`config.mk`:
```
export PLATFORM = sky130hd
export DESIGN_NAME = mpc_memctl_req_flat
export DESIGN_NICKNAME = d
export VERILOG_FILES = /design/src/rtl/mpc_memctl_req_if.sv /design/src/rtl/mpc_memctl_req.sv /design/src/flat_wrapper.sv
export SDC_FILE = /design/constraint.sdc
export NUM_CORES = 1
export LEC_CHECK = 0
export ABC_AREA = 1
export BUFFER_PORTS_ARGS = -buffer_cell sky130_fd_sc_hd__buf_2
export CORE_MARGIN = 10
export CORE_UTILIZATION = 35
export CTS_CLUSTER_DIAMETER = 120
export DETAILED_ROUTE_END_ITERATION = 8
export GPL_ROUTABILITY_DRIVEN = 0
export SLEW_MARGIN = 20
export SYNTH_ARGS = -nofsm -noshare
export SYNTH_HDL_FRONTEND = slang
export SYNTH_SLANG_ARGS = --single-unit
```
`constraint.sdc`:
```
create_clock -name clk -period 5.2 [get_ports clk]
set_input_delay 0.26 -clock clk [delete_from_list [all_inputs] [get_ports clk]]
set_output_delay 0.26 -clock clk [all_outputs]
set_load 0.01 [all_outputs]
```
`src/rtl/mpc_memctl_req_if.sv`:
```
// Request/command/response bundle for the MPC memory-controller front-end.
// slave = the front-end itself, master = the surrounding environment.
interface mpc_memctl_req_if #(
    parameter int unsigned NLINE_W = 8,
    parameter int unsigned ADDR_W  = 32
) ();
    logic               u_awvalid;
    logic               u_awready;
    logic [NLINE_W-1:0] u_awid;
    logic [ADDR_W-1:0]  u_awaddr;
    logic               u_arvalid;
    logic               u_arready;
    logic [NLINE_W-1:0] u_arid;
    logic [ADDR_W-1:0]  u_araddr;
    logic               m_cmd_valid;
    logic               m_cmd_ready;
    logic               m_cmd_write;
    logic [NLINE_W-1:0] m_cmd_id;
    logic [ADDR_W-1:0]  m_cmd_addr;
    logic               m_rsp_valid;
    logic               m_rsp_write;
    logic [NLINE_W-1:0] m_rsp_id;
    logic               d_refill_done_valid;
    logic [NLINE_W-1:0] d_refill_done_id;
    logic               err;

    modport slave (
        input  u_awvalid, u_awid, u_awaddr,
        input  u_arvalid, u_arid, u_araddr,
        input  m_cmd_ready, m_rsp_valid, m_rsp_write, m_rsp_id,
        output u_awready, u_arready,
        output m_cmd_valid, m_cmd_write, m_cmd_id, m_cmd_addr,
        output d_refill_done_valid, d_refill_done_id, err
    );

    modport master (
        output u_awvalid, u_awid, u_awaddr,
        output u_arvalid, u_arid, u_araddr,
        output m_cmd_ready, m_rsp_valid, m_rsp_write, m_rsp_id,
        input  u_awready, u_arready,
        input  m_cmd_valid, m_cmd_write, m_cmd_id, m_cmd_addr,
        input  d_refill_done_valid, d_refill_done_id, err
    );
endinterface

```
`src/rtl/mpc_memctl_req.sv`:
```
// MPC memory-controller request front-end: buffers write-back (AW) and
// line-fill (AR) requests, holds a line-fill behind any write-back to the
// same nline id, and issues line-aligned commands under an outstanding limit.
// Build option: define MPC_MEMCTL_WR_PRIO_EN for strict write priority;
// otherwise AW/AR are arbitrated round-robin.
module mpc_memctl_req #(
    parameter int unsigned NLINE_W    = 8,
    parameter int unsigned ADDR_W     = 32,
    parameter int unsigned LINE_OFS_W = 6,
    parameter int unsigned DEPTH      = 4,
    parameter int unsigned MAX_OUT    = 8
) (
    input  logic            clk,
    input  logic            rst,
    mpc_memctl_req_if.slave bus
);
    localparam int unsigned PTR_W = $clog2(DEPTH);
    localparam int unsigned CNT_W = $clog2(MAX_OUT + 1);
    localparam logic [PTR_W-1:0]  PTR_ONE   = 1;
    localparam logic [PTR_W:0]    QCNT_ONE  = 1;
    localparam logic [PTR_W:0]    QCNT_FULL = (PTR_W+1)'(DEPTH);
    localparam logic [CNT_W-1:0]  CNT_ONE   = 1;
    localparam logic [CNT_W:0]    CNT_LIMIT = (CNT_W+1)'(MAX_OUT);
    localparam logic [ADDR_W-1:0] LINE_MASK = {ADDR_W{1'b1}} << LINE_OFS_W;

    // AW queue
    logic [NLINE_W-1:0] aw_id_q   [DEPTH];
    logic [ADDR_W-1:0]  aw_addr_q [DEPTH];
    logic [DEPTH-1:0]   aw_vld;
    logic [PTR_W-1:0]   aw_wp, aw_rp;
    logic [PTR_W:0]     aw_cnt;
    logic               aw_push, aw_pop;

    // AR queue
    logic [NLINE_W-1:0] ar_id_q   [DEPTH];
    logic [ADDR_W-1:0]  ar_addr_q [DEPTH];
    logic [PTR_W-1:0]   ar_wp, ar_rp;
    logic [PTR_W:0]     ar_cnt;
    logic               ar_push, ar_pop;

    // Command register and bookkeeping
    logic               cmd_valid, cmd_write;
    logic [NLINE_W-1:0] cmd_id;
    logic [ADDR_W-1:0]  cmd_addr;
    logic [CNT_W-1:0]   out_cnt;
    logic [CNT_W:0]     committed;
    logic               fire, load, sel_write;
    logic               aw_elig, ar_elig, ar_hazard;
    logic [NLINE_W-1:0] ar_head_id;

    assign bus.u_awready = (aw_cnt != QCNT_FULL);
    assign bus.u_arready = (ar_cnt != QCNT_FULL);
    assign aw_push = bus.u_awvalid & bus.u_awready;
    assign ar_push = bus.u_arvalid & bus.u_arready;
    assign aw_pop  = load & sel_write;
    assign ar_pop  = load & ~sel_write;
    assign fire    = cmd_valid & bus.m_cmd_ready;

    assign ar_head_id = ar_id_q[ar_rp];
    assign aw_elig    = (aw_cnt != '0);
    assign ar_elig    = (ar_cnt != '0) && !ar_hazard;

    // The command sitting in the register counts against the limit until it
    // hands off into out_cnt, so a new load needs room for one more on top.
    assign committed = {1'b0, out_cnt} + {{CNT_W{1'b0}}, cmd_valid};
    assign load = (!cmd_valid || bus.m_cmd_ready) && (committed < CNT_LIMIT)
                  && (aw_elig || ar_elig);

    // Line-fill hazard: AR head id collides with any queued or held write-back
    always_comb begin
        ar_hazard = 1'b0;
        for (int unsigned i = 0; i < DEPTH; i++) begin
            if (aw_vld[i] && (aw_id_q[i] == ar_head_id)) ar_hazard = 1'b1;
        end
        if (cmd_valid && cmd_write && (cmd_id == ar_head_id)) ar_hazard = 1'b1;
    end

`ifdef MPC_MEMCTL_WR_PRIO_EN
    assign sel_write = aw_elig;
`else
    typedef enum logic {GRANT_WR, GRANT_RD} grant_e;
    grant_e last_grant;

    assign sel_write = aw_elig && (!ar_elig || (last_grant == GRANT_RD));

    // Round-robin pointer: remembers which stream won the last load
    always_ff @(posedge clk or posedge rst) begin
        if (rst)       last_grant <= GRANT_RD;
        else if (load) last_grant <= sel_write ? GRANT_WR : GRANT_RD;
    end
`endif

    // AW queue pointers, occupancy and per-slot valid bits
    always_ff @(posedge clk or posedge rst) begin
        if (rst) begin
            aw_wp <= '0; aw_rp <= '0; aw_cnt <= '0; aw_vld <= '0;
        end else begin
            if (aw_pop) begin
                aw_rp         <= aw_rp + PTR_ONE;
                aw_vld[aw_rp] <= 1'b0;
            end
            if (aw_push) begin
                aw_wp         <= aw_wp + PTR_ONE;
                aw_vld[aw_wp] <= 1'b1;
            end
            if (aw_push && !aw_pop)      aw_cnt <= aw_cnt + QCNT_ONE;
            else if (!aw_push && aw_pop) aw_cnt <= aw_cnt - QCNT_ONE;
        end
    end

    // AR queue pointers and occupancy
    always_ff @(posedge clk or posedge rst) begin
        if (rst) begin
            ar_wp <= '0; ar_rp <= '0; ar_cnt <= '0;
        end else begin
            if (ar_pop)  ar_rp <= ar_rp + PTR_ONE;
            if (ar_push) ar_wp <= ar_wp + PTR_ONE;
            if (ar_push && !ar_pop)      ar_cnt <= ar_cnt + QCNT_ONE;
            else if (!ar_push && ar_pop) ar_cnt <= ar_cnt - QCNT_ONE;
        end
    end

    // Queue payload storage (no reset needed, guarded by valid/occupancy)
    always_ff @(posedge clk) begin
        if (aw_push) begin
            aw_id_q[aw_wp]   <= bus.u_awid;
            aw_addr_q[aw_wp] <= bus.u_awaddr;
        end
        if (ar_push) begin
            ar_id_q[ar_wp]   <= bus.u_arid;
            ar_addr_q[ar_wp] <= bus.u_araddr;
        end
    end

    // One-entry command register; held stable while stalled
    always_ff @(posedge clk or posedge rst) begin
        if (rst) begin
            cmd_valid <= 1'b0; cmd_write <= 1'b0; cmd_id <= '0; cmd_addr <= '0;
        end else if (load) begin
            cmd_valid <= 1'b1;
            cmd_write <= sel_write;
            cmd_id    <= sel_write ? aw_id_q[aw_rp] : ar_head_id;
            cmd_addr  <= (sel_write ? aw_addr_q[aw_rp] : ar_addr_q[ar_rp]) & LINE_MASK;
        end else if (fire) begin
            cmd_valid <= 1'b0;
        end
    end

    // Outstanding counter, sticky error and refill completion pulse
    always_ff @(posedge clk or posedge rst) begin
        if (rst) begin
            out_cnt <= '0; bus.err <= 1'b0;
            bus.d_refill_done_valid <= 1'b0; bus.d_refill_done_id <= '0;
        end else begin
            if (fire && !bus.m_rsp_valid) begin
                out_cnt <= out_cnt + CNT_ONE;
            end else if (!fire && bus.m_rsp_valid) begin
                if (out_cnt == '0) bus.err <= 1'b1;
                else               out_cnt <= out_cnt - CNT_ONE;
            end
            bus.d_refill_done_valid <= bus.m_rsp_valid & ~bus.m_rsp_write;
            if (bus.m_rsp_valid && !bus.m_rsp_write) bus.d_refill_done_id <= bus.m_rsp_id;
        end
    end

    assign bus.m_cmd_valid = cmd_valid;
    assign bus.m_cmd_write = cmd_write;
    assign bus.m_cmd_id    = cmd_id;
    assign bus.m_cmd_addr  = cmd_addr;
endmodule

```
`src/flat_wrapper.sv`:
```
// flat-port wrapper written by rule: the top's interface ports become plain ports
module mpc_memctl_req_flat 
#(
    parameter int unsigned NLINE_W    = 8,
    parameter int unsigned ADDR_W     = 32,
    parameter int unsigned LINE_OFS_W = 6,
    parameter int unsigned DEPTH      = 4,
    parameter int unsigned MAX_OUT    = 8
)
  (clk, rst, bus_u_awvalid, bus_u_awid, bus_u_awaddr, bus_u_arvalid, bus_u_arid, bus_u_araddr, bus_m_cmd_ready, bus_m_rsp_valid, bus_m_rsp_write, bus_m_rsp_id, bus_u_awready, bus_u_arready, bus_m_cmd_valid, bus_m_cmd_write, bus_m_cmd_id, bus_m_cmd_addr, bus_d_refill_done_valid, bus_d_refill_done_id, bus_err);
  mpc_memctl_req_if #(.NLINE_W(NLINE_W), .ADDR_W(ADDR_W)) bus_i ();
  input  logic clk;
  input  logic rst;
  input wire logic [$bits(bus_i.u_awvalid)-1:0] bus_u_awvalid;
  input wire logic [$bits(bus_i.u_awid)-1:0] bus_u_awid;
  input wire logic [$bits(bus_i.u_awaddr)-1:0] bus_u_awaddr;
  input wire logic [$bits(bus_i.u_arvalid)-1:0] bus_u_arvalid;
  input wire logic [$bits(bus_i.u_arid)-1:0] bus_u_arid;
  input wire logic [$bits(bus_i.u_araddr)-1:0] bus_u_araddr;
  input wire logic [$bits(bus_i.m_cmd_ready)-1:0] bus_m_cmd_ready;
  input wire logic [$bits(bus_i.m_rsp_valid)-1:0] bus_m_rsp_valid;
  input wire logic [$bits(bus_i.m_rsp_write)-1:0] bus_m_rsp_write;
  input wire logic [$bits(bus_i.m_rsp_id)-1:0] bus_m_rsp_id;
  output wire logic [$bits(bus_i.u_awready)-1:0] bus_u_awready;
  output wire logic [$bits(bus_i.u_arready)-1:0] bus_u_arready;
  output wire logic [$bits(bus_i.m_cmd_valid)-1:0] bus_m_cmd_valid;
  output wire logic [$bits(bus_i.m_cmd_write)-1:0] bus_m_cmd_write;
  output wire logic [$bits(bus_i.m_cmd_id)-1:0] bus_m_cmd_id;
  output wire logic [$bits(bus_i.m_cmd_addr)-1:0] bus_m_cmd_addr;
  output wire logic [$bits(bus_i.d_refill_done_valid)-1:0] bus_d_refill_done_valid;
  output wire logic [$bits(bus_i.d_refill_done_id)-1:0] bus_d_refill_done_id;
  output wire logic [$bits(bus_i.err)-1:0] bus_err;
  assign bus_i.u_awvalid = bus_u_awvalid;
  assign bus_i.u_awid = bus_u_awid;
  assign bus_i.u_awaddr = bus_u_awaddr;
  assign bus_i.u_arvalid = bus_u_arvalid;
  assign bus_i.u_arid = bus_u_arid;
  assign bus_i.u_araddr = bus_u_araddr;
  assign bus_i.m_cmd_ready = bus_m_cmd_ready;
  assign bus_i.m_rsp_valid = bus_m_rsp_valid;
  assign bus_i.m_rsp_write = bus_m_rsp_write;
  assign bus_i.m_rsp_id = bus_m_rsp_id;
  assign bus_u_awready = bus_i.u_awready;
  assign bus_u_arready = bus_i.u_arready;
  assign bus_m_cmd_valid = bus_i.m_cmd_valid;
  assign bus_m_cmd_write = bus_i.m_cmd_write;
  assign bus_m_cmd_id = bus_i.m_cmd_id;
  assign bus_m_cmd_addr = bus_i.m_cmd_addr;
  assign bus_d_refill_done_valid = bus_i.d_refill_done_valid;
  assign bus_d_refill_done_id = bus_i.d_refill_done_id;
  assign bus_err = bus_i.err;
  mpc_memctl_req #(.NLINE_W(NLINE_W), .ADDR_W(ADDR_W), .LINE_OFS_W(LINE_OFS_W), .DEPTH(DEPTH), .MAX_OUT(MAX_OUT)) u_core (.clk(clk), .rst(rst), .bus(bus_i));
endmodule
```
Yosys cells after proc, flatten, opt, wreduce, memory -nomap -nowiden
Memories as Yosys holds them, arrays and structs flattened.
Cells that the tools add are included.

storage, ports and cells
  memories = 4
  input bits = 95
  output and inout port bits = 54
  bits in writable memories = 320
  register bits after elaboration = 69

cells by class
  magnitude comparators = 5
  multiplexer cells = 27
  reductions and logical operators = 41
  add/subtract/negate cells = 11
  eq/ne operators = 8
  bitwise logic cells = 12

memories
  memory            words  width  rd ports  clocked after Yosys merged registers in  write ports  line                  text
  u_core.ar_addr_q  4      32     1         0                                        1            mpc_memctl_req.sv:36  logic [ADDR_W-1:0] ar_addr_q [DEPTH];
  u_core.aw_addr_q  4      32     1         0                                        1            mpc_memctl_req.sv:28  logic [ADDR_W-1:0] aw_addr_q [DEPTH];
  u_core.ar_id_q    4      8      1         0                                        1            mpc_memctl_req.sv:35  logic [NLINE_W-1:0] ar_id_q [DEPTH];
  u_core.aw_id_q    4      8      5         0                                        1            mpc_memctl_req.sv:27  logic [NLINE_W-1:0] aw_id_q [DEPTH];

operators by type and width
  cell                                                                                 number
  8-bit == test                                                                        5
  32-bit 2-to-1 mux                                                                    1
  4-bit 2-to-1 mux                                                                     5
  1-bit logical AND                                                                    19
  1-bit 2-to-1 mux                                                                     14
  3-bit 2-to-1 mux                                                                     4
  1-bit logical NOT                                                                    10
  2-bit by 1-bit adder with 2-bit output, second input constant                        4
  8-bit 2-to-1 mux                                                                     1
  2-bit nonzero test                                                                   4
  3-bit by 1-bit adder with 3-bit output, second input constant                        2
  1-bit AND                                                                            6
  2-bit by 3-bit less-than comparator with 1-bit output, second input constant         2
  3-bit != test, second input constant                                                 2
  3-bit nonzero test                                                                   2
  3-bit by 1-bit subtractor with 3-bit output, second input constant                   2
  4-bit by 1-bit adder with 5-bit output                                               1
  5-bit by 4-bit less-than comparator with 1-bit output, second input constant         1
  4-bit by 1-bit adder with 4-bit output, second input constant                        1
  4-bit AND                                                                            1
  1-bit demux with 2-bit select                                                        2
  2-bit by 1-bit greater-or-equal comparator with 1-bit output, second input constant  2
  4-bit logical NOT                                                                    1
  4-bit NOT                                                                            1
  other kinds (7)                                                                      11

Depth between registers and ports, before layout
Gate-level depths: netlist of the first run.
An unclocked memory read counts as a cell.

  word-level depth = 18
  gate-level depth with buffers = 25
  depth with buffers taken out = 22

Least setup slack after synthesis of the first run
Ideal clock, no wire load.

  path kind = reg-to-reg
  from = register u_core.ar_rp[0]
  to = register u_core.aw_cnt[1]
  library setup time = 125 ps
  required time = 5,075 ps
  slack = 2,362 ps
  arrival = 2,714 ps
  path buffers = 3
  stages on the path, launching flop included = 18
  cells stage by stage = dfrtp_1 buf_4 buf_4 nand2_1 nand3_1 nand2_2 xor2_1 nor2b_1 nand3_1 nand2_1 nor2_2 nand3_2 buf_4 nand3_4 ha_1 inv_1 fa_1 mux2_2

between the ends
  word-level cells in the longest chain between the ends = 17
  elaborated cells on any way between the ends = 29
  classes of those cells = eq/ne (5); mux (6); bitwise (1); reduce/logical (16); memory (1)

ends and longest elaborated chain
  what                                                           line                   text
  start: declaration                                             mpc_memctl_req.sv:37   logic [PTR_W-1:0] ar_wp, ar_rp;
  start signal: assignment                                       mpc_memctl_req.sv:116  if (ar_pop) ar_rp <= ar_rp + PTR_ONE;
  memory read 4 x 8 bit (*)                                      n/a
  8-bit == test                                                  mpc_memctl_req.sv:73   if (aw_vld[i] && (aw_id_q[i] == ar_head_id)) ar_hazard = 1'b1;
  1-bit logical AND                                              mpc_memctl_req.sv:73
  1-bit 2-to-1 mux (4 in series)                                 mpc_memctl_req.sv:73
  1-bit 2-to-1 mux (*)                                           mpc_memctl_req.sv:75   if (cmd_valid && cmd_write && (cmd_id == ar_head_id)) ar_hazard = 1'b1;
  1-bit logical NOT (*)                                          mpc_memctl_req.sv:61   assign ar_elig = (ar_cnt != '0) && !ar_hazard;
  1-bit logical AND (*)                                          mpc_memctl_req.sv:61
  1-bit logical NOT                                              mpc_memctl_req.sv:84   assign sel_write = aw_elig && (!ar_elig || (last_grant == GRANT_RD));
  1-bit logical OR                                               mpc_memctl_req.sv:84
  1-bit logical AND                                              mpc_memctl_req.sv:84
  1-bit AND (*)                                                  mpc_memctl_req.sv:55   assign aw_pop = load & sel_write;
  1-bit logical NOT                                              mpc_memctl_req.sv:106  if (aw_push && !aw_pop) aw_cnt <= aw_cnt + QCNT_ONE;
  1-bit logical AND                                              mpc_memctl_req.sv:106
  3-bit 2-to-1 mux / 2-bit nonzero test (equally long branches)  n/a
  end signal: assignment                                         mpc_memctl_req.sv:106
  end signal: assignment                                         mpc_memctl_req.sv:107  else if (!aw_push && aw_pop) aw_cnt <= aw_cnt - QCNT_ONE;
  end: declaration                                               mpc_memctl_req.sv:31   logic [PTR_W:0] aw_cnt;

Every way passes the cells marked *; elsewhere a longest branch is shown, timed or not.
A chain may end at the register's enable or synchronous reset.

Worst setup path after layout of the first run
  from = register u_core.ar_rp[0]
  to = register u_core.ar_cnt[2]

between the ends
  word-level cells in the longest chain between the ends = 18
  elaborated cells on any way between the ends = 30
  classes of those cells = eq/ne (5); mux (6); bitwise (2); reduce/logical (16); memory (1)

ends and longest elaborated chain
  what                                                           line                   text
  memory read 4 x 8 bit (*)                                      n/a
  8-bit == test                                                  mpc_memctl_req.sv:73
  1-bit logical AND                                              mpc_memctl_req.sv:73
  1-bit 2-to-1 mux (4 in series)                                 mpc_memctl_req.sv:73
  1-bit 2-to-1 mux (*)                                           mpc_memctl_req.sv:75
  1-bit logical NOT (*)                                          mpc_memctl_req.sv:61
  1-bit logical AND (*)                                          mpc_memctl_req.sv:61
  1-bit logical NOT                                              mpc_memctl_req.sv:84
  1-bit logical OR                                               mpc_memctl_req.sv:84
  1-bit logical AND                                              mpc_memctl_req.sv:84
  1-bit NOT                                                      mpc_memctl_req.sv:56   assign ar_pop = load & ~sel_write;
  1-bit AND (*)                                                  mpc_memctl_req.sv:56
  1-bit logical NOT                                              mpc_memctl_req.sv:118  if (ar_push && !ar_pop) ar_cnt <= ar_cnt + QCNT_ONE;
  1-bit logical AND                                              mpc_memctl_req.sv:118
  3-bit 2-to-1 mux / 2-bit nonzero test (equally long branches)  n/a
  end signal: assignment                                         mpc_memctl_req.sv:118
  end signal: assignment                                         mpc_memctl_req.sv:119  else if (!ar_push && ar_pop) ar_cnt <= ar_cnt - QCNT_ONE;
  end: declaration                                               mpc_memctl_req.sv:38   logic [PTR_W:0] ar_cnt;

Marked as above.

==> results.yml, run 1 <==
sta:
  fmax_ghz: 0.268
  finalCritPeriodShare_pct: 71.9
  finalHoldViolCount: 0
  setup_tns_ns: 0
  setup_viol: 0
  report.final.slew_viol_count: 0
  period_minus_slack_ns: 3.74
  rsz0062_at_grt: "no"
  skew_ns: 0.0307
  slew_headroom_pct: 33.5
  max_slew.worst_pin.slew_ns: 0.992
cts:
  clock-sinks: 341
  ctsResizeCount: 0
  worstSkewPairLatency_ns: 0.55
  clk_pin_slew_ns: 0.06
  cts_root_buf: "clkbuf_16"
  tritoncts: "yes"
  cts_buffer_depth: 3
  cts_htree_levels: 2
  numCtsBuffers: 36
synth:
  syn_area_per_cell_um2: 11.5
  synth_ff_type: "edfxtp_1"
  yosys_register_bits: 341
  synthArstFlopShare_pct: 20.2
  yosysSeqAreaShare_pct: 67.4
  synth.distinct_cells: 40
  syn_area_um2: 14700
  yosysWarnings: 0
  synth-edff-count: 272
  syn_inst: 1272
floorplan:
  dieArea_um2: 50600
  placementRows: 74
  fp.coreArea_um2: 41200
  top_level_ports: 149
  fp.dieW_um: 225
  die_y_um: 225
  initial_core_util_pct: 35.6
placement:
  placed_cell_area_um2: 15800
  place.port_buffers: 130
  dpl.hpwl_mm: 24.7
critical_path:
  worstPathRequired_ns: 5.61
  worstSetupEndpointType: "flip-flop"
  crit_slowest_cell: "buf_4"
  path_max_fanout: 70
  crit_top_cell: "nand2_1"
  crit_chain: "buf_4 -> nand2_1 -> nand3_1 -> nand2_1 -> nand2_1 -> nand2_1 -> nor2_1 -> nand3_1 -> nor2_1 -> nor2_1 -> nand2_1 -> nor2_4 -> o211ai_1 -> ha_1 -> inv_1 -> fa_1 -> a21oi_1 -> o21ai_0 -> xnor2_1"
  crit_type: "reg2reg"
  slowest_delay_ns: 0.59
  cp.arrival_ns: 4.14
  worstSetupStartpointType: "flip-flop"
global_routing:
  overflow: 0
  grt_max_degree: 71
  antenna_found_initial: 2
  grt_first_pass_wirelength_mm: 59.8
  grtUsageTotal_pct: 15.1
  grt_pass1_vias: 10400
routing:
  wirelength_mm: 38.8
  wl_met3_mm: 2.54
  drt-met1-wl_mm: 17.0
  postRouteAntennaNets: 0
  drt-initial-drc-count: 814
  wl_per_cell_um: 19.2
  met2_wirelength_mm: 18.6
  drc: 0
  drt-pass1-iter-count: 5
  vias: 10400
  top_layer_used: "met5"
  viasPerCell: 5.14
finish:
  layout_common_cells: "272 x edfxtp_1, 204 x nand2_1, 155 x nor2_1"
  layout-drive-gt1-share_pct: 15.9
  syn_to_final_growth_pct: 20.9
  final_nets: 1581
  diodes: 0
  fin_area_um2: 17800
  final_common_cell: "edfxtp_1"
power_and_ir_drop:
  p_total_mw: 10.4
  max-vdd-ir-drop_uv: 304
  power.density_nw_per_um2: 588
  p_leak_nw: 6.88
outcome:
  status: "completed"
min_path:
  hold_class: "in2async"
job:
  drv_cap: 0
[Yosys cell counts, types with 6 or more instances]
library cell	n	area, µm²
xor2_1	14	123
xnor2_1	6	52.6
clkbuf_1	56	210
nand4_1	42	263
a21oi_1	10	50.1
o21ai_0	127	636
nand2_1	204	766
nand3_1	62	310
nand3_2	7	70.1
o2111ai_1	36	315
nand2_2	8	50.1
ha_1	18	225
dfrtp_1	68	1700
o22ai_1	58	363
buf_4	13	97.6
edfxtp_1	272	8170
nand3b_1	19	143
nor2_1	159	597
inv_1	53	199
[path summary, 6_finish.rpt]
path                                   startpoint           endpoint  slack (ns)  depth (start not counted)
min in group clk                    bus_u_awvalid    u_core.aw_wp[0]        0.02                          3
worst min register to register  u_core.last_grant  u_core.last_grant        0.47                          2
max in group asynchronous                     rst    u_core.ar_rp[0]        4.49                          3
worst max-delay path              u_core.ar_rp[0]   u_core.ar_cnt[2]        1.46                         19
worst max register to register    u_core.ar_rp[0]   u_core.ar_cnt[2]        1.46                         19
worst min-delay path                          rst    u_core.aw_rp[0]       0.005                          3
[metrics by stage]
stage / instances / setup WS, ns / utilization (%) / hold WS, ns
after global routing: 2025 / 1.08 / 43.1 / 0.0282
after floorplan: 1277 / 2.36 / - / 0.356
final: 2025 / 1.46 / 43.1 / 0.00470
after global placement: 1881 / 1.53 / 38.5 / 0.453
after CTS: 2025 / 1.47 / 43.1 / 0.0146
after detailed placement: 1881 / 1.49 / 38.5 / 0.455
[routing by layer]
metal	track usage, %	up-vias
li1	-	4958
met1	20.2	5092
met2	24.9	302
met3	2.81	49
met4	3.90	2
met5	0	-
[sequential cells by signal, indices dropped and copies added (netlist names), 3 cells and up]
register,count
u_core.ar_addr_q,104
u_core.aw_cnt,3
u_core.aw_addr_q,104
u_core.aw_id_q,32
u_core.out_cnt,4
u_core.bus.m_cmd_addr,26
u_core.aw_vld,4
u_core.ar_cnt,3
u_core.bus.m_cmd_id,8
u_core.bus.d_refill_done_id,8
u_core.ar_id_q,32
[logic make-up after synthesis]
group	after synthesis	synth area share, %
AOI/OAI and AO/OA	238	9.60
other	1	0.0255
muxes	2	0.153
xor gates and xnor gates	20	1.19
DFF	341	67.4
and+or+nand+nor	513	15.6
buffers and inverters	136	4.12
adders and majority gates	21	1.94
[area by class of cell]
cell class | instances | area, µm²
clock buffer | 49 | 981
clock inverter | 17 | 145
fill | 3817 | 23400
inverter | 57 | 218
multi-input combinational | 800 | 4260
sequential | 341 | 9900
tap | 532 | 666
timing repair buffer | 229 | 1590
[where the power goes]
| part | internal [mW] | switching [mW] |
|---|---|---|
| sequential | 3.69 | 0.396 |
| combinational | 1.21 | 2.70 |
| clock | 1.39 | 1.07 |
| total | 6.28 | 4.16 |
[timing repair]
item                      4_1_cts  5_1_grt
hold endpoints to repair      282        0
setup buffers                   0        0
hold buffers                   78        0
[worst max-delay path: cells and delay by family (launching register included)]
family / cells / cell delay (ns)
flip-flops: 1 / 0.38
buffers and inverters: 2 / 0.66
XOR/XNOR: 1 / 0.13
AO/OA/AOI/OAI: 3 / 0.52
adder cells (fa/ha/maj): 2 / 0.61
AND/OR/NAND/NOR: 11 / 1.25
(Power assumes the default switching activity.)
==> inputs of run 2 (changes only) <==
clock period = 3.45 ns   (was 5.2 ns; I/O delays follow)
==> results.yml, run 2 (synthesized netlist as in run 1, its figures left out) <==
floorplan:
  fp.coreArea_um2: 41200
  top_level_ports: 149
  die_y_um: 225
  initial_core_util_pct: 35.6
  dieArea_um2: 50600
  placementRows: 74
  fp.dieW_um: 225
critical_path:
  crit_top_cell: "nand2_1"
  cp.arrival_ns: 3.62
  timing.rr.start: "u_core.ar_rp[0]"
  crit_chain: "buf_4 -> nand2_1 -> nand3_1 -> nand2_1 -> nand2_1 -> inv_1 -> nor2_1 -> nand3_1 -> nor2_1 -> nor2_1 -> nand2_1 -> nor2_4 -> o211ai_1 -> ha_1 -> inv_1 -> fa_1 -> mux2_2"
  worstSetupStartpointType: "flip-flop"
  slowest_delay_ns: 0.44
  worstPathRequired_ns: 3.87
  worstSetupEndpointType: "flip-flop"
  path_max_fanout: 16
  r2r-end: "u_core.ar_cnt[1]"
  crit_type: "reg2reg"
  rrSetupSlack_ns: 0.25
  crit_slowest_cell: "dfrtp_2"
  reg2regPathDepth: 17
cts:
  clock-sinks: 341
  clk_pin_slew_ns: 0.06
  numCtsBuffers: 37
  cts_htree_levels: 2
  cts_root_buf: "clkbuf_16"
  worstSkewPairLatency_ns: 0.54
  cts_buffer_depth: 3
  tritoncts: "yes"
sta:
  finalCritPeriodShare_pct: 92.8
  setup_viol: 0
  rsz0062_at_grt: "no"
  period_minus_slack_ns: 3.20
  fmax_ghz: 0.312
  report.final.slew_viol_count: 0
  finalHoldViolCount: 0
  max_slew.worst_pin.slew_ns: 0.729
  hold_slack_ns: 0.0427
  skew_ns: 0.0160
  setup_tns_ns: 0
  slew_headroom_pct: 51.4
placement:
  place.port_buffers: 130
  dpl.hpwl_mm: 25.4
min_path:
  hold_class: "in2reg"
  hold_end: "u_core.bus.d_refill_done_valid"
  worstHoldPathCells: 3
  min_from: "bus_m_rsp_valid"
global_routing:
  overflow: 0
  grt_first_pass_wirelength_mm: 61.4
  antenna_found_initial: 1
  grt_pass1_vias: 10600
  grtUsageTotal_pct: 15.5
  grt_max_degree: 70
finish:
  layout-drive-gt1-share_pct: 16.4
  final_common_cell: "edfxtp_1"
  diodes: 0
  biggestRegsByFlops: "u_core.ar_addr_q x104, u_core.aw_addr_q x104"
  layout_common_cells: "272 x edfxtp_1, 204 x nand2_1, 155 x nor2_1"
  syn_to_final_growth_pct: 22.2
  final_nets: 1595
power_and_ir_drop:
  p_leak_nw: 6.96
  power.density_nw_per_um2: 893
  max-vdd-ir-drop_uv: 470
routing:
  drt-initial-drc-count: 838
  wl_per_cell_um: 19.4
  vias: 10500
  drt-pass1-iter-count: 5
  drc: 0
  postRouteAntennaNets: 0
  wirelength_mm: 39.5
  viasPerCell: 5.13
outcome:
  status: "completed"
job:
  drv_cap: 0
[run 2: cell types whose count changed in the layout (fill, tap and decap cells not counted), moves of 2 or more]
cell,before,now
buf_12,0,3
buf_4,21,28
clkbuf_1,11,13
clkinv_1,5,3
clkinv_2,10,7
clkinvlp_4,0,2
dlygate4sd3_1,78,81
[run 2: stage by stage]
stage                     util, %  cell area (µm²)  std cells  power (mW)  setup slack [ns]
final                        43.5            17900       2039        16.0             0.249
after global routing         43.5            17900       2039        17.1           0.00382
after CTS                    43.5            17900       2039        16.1             0.253
after detailed placement     38.7            16000       1891        12.2             0.273
after global placement       38.7            16000       1891        12.0             0.362
after floorplan                 -            14700       1277        10.1             0.612
[run 2: timing repair]
item,CTS,global route
hold buffers,81,0
hold endpoints to repair,351,0
buffers inserted,0,0
resized for setup,0,0
[run 2: worst max path at each step]
| stage | to | from | cells after the start | slack (ns) |
|---|---|---|---|---|
| 4_1_cts | u_core.ar_cnt[1] | u_core.ar_rp[0] | 17 | 0.25 |
| 5_1_grt | u_core.ar_cnt[2] | u_core.ar_rp[0] | 19 | 0.004 |
| 3_3_place_gp | u_core.ar_cnt[2] | u_core.ar_rp[0] | 18 | 0.36 |
| 3_5_place_dp | u_core.ar_cnt[1] | u_core.ar_rp[0] | 17 | 0.27 |
| 6_report | u_core.ar_cnt[1] | u_core.ar_rp[0] | 17 | 0.25 |
| 2_1_floorplan | u_core.aw_cnt[1] | u_core.ar_rp[0] | 17 | 0.61 |
[run 2: worst max-delay path, delay by kind of cell, from the launching register on]
family	cells	cell delay, ns
buf+inv	3	0.38
flops	1	0.44
fa+ha+maj	2	0.69
simple gates	10	1.10
mux	1	0.26
compound gates	1	0.19
[run 2: layout make-up]
cell class                 count  area, µm²
clock buffer                  52       1010
clock inverter                15        158
tap                          532        666
sequential                   341       9900
timing repair buffer         242       1730
inverter                      57        218
fill                        3793      23300
multi-input combinational    800       4260
[run 2: report_power, final]
part           internal (mW)  switching [mW]  leakage, nW
registers               5.56           0.540         3.32
clock network           2.23            1.62        0.567
logic                   1.92            4.16         3.07
[run 2: layer usage]
metal	wire [µm]	up-vias	global-route usage, %
met5	7	-	0
met4	828	2	4.36
met3	2580	63	3.45
met2	19000	301	25.8
met1	17100	5112	20.1
li1	-	4986	-
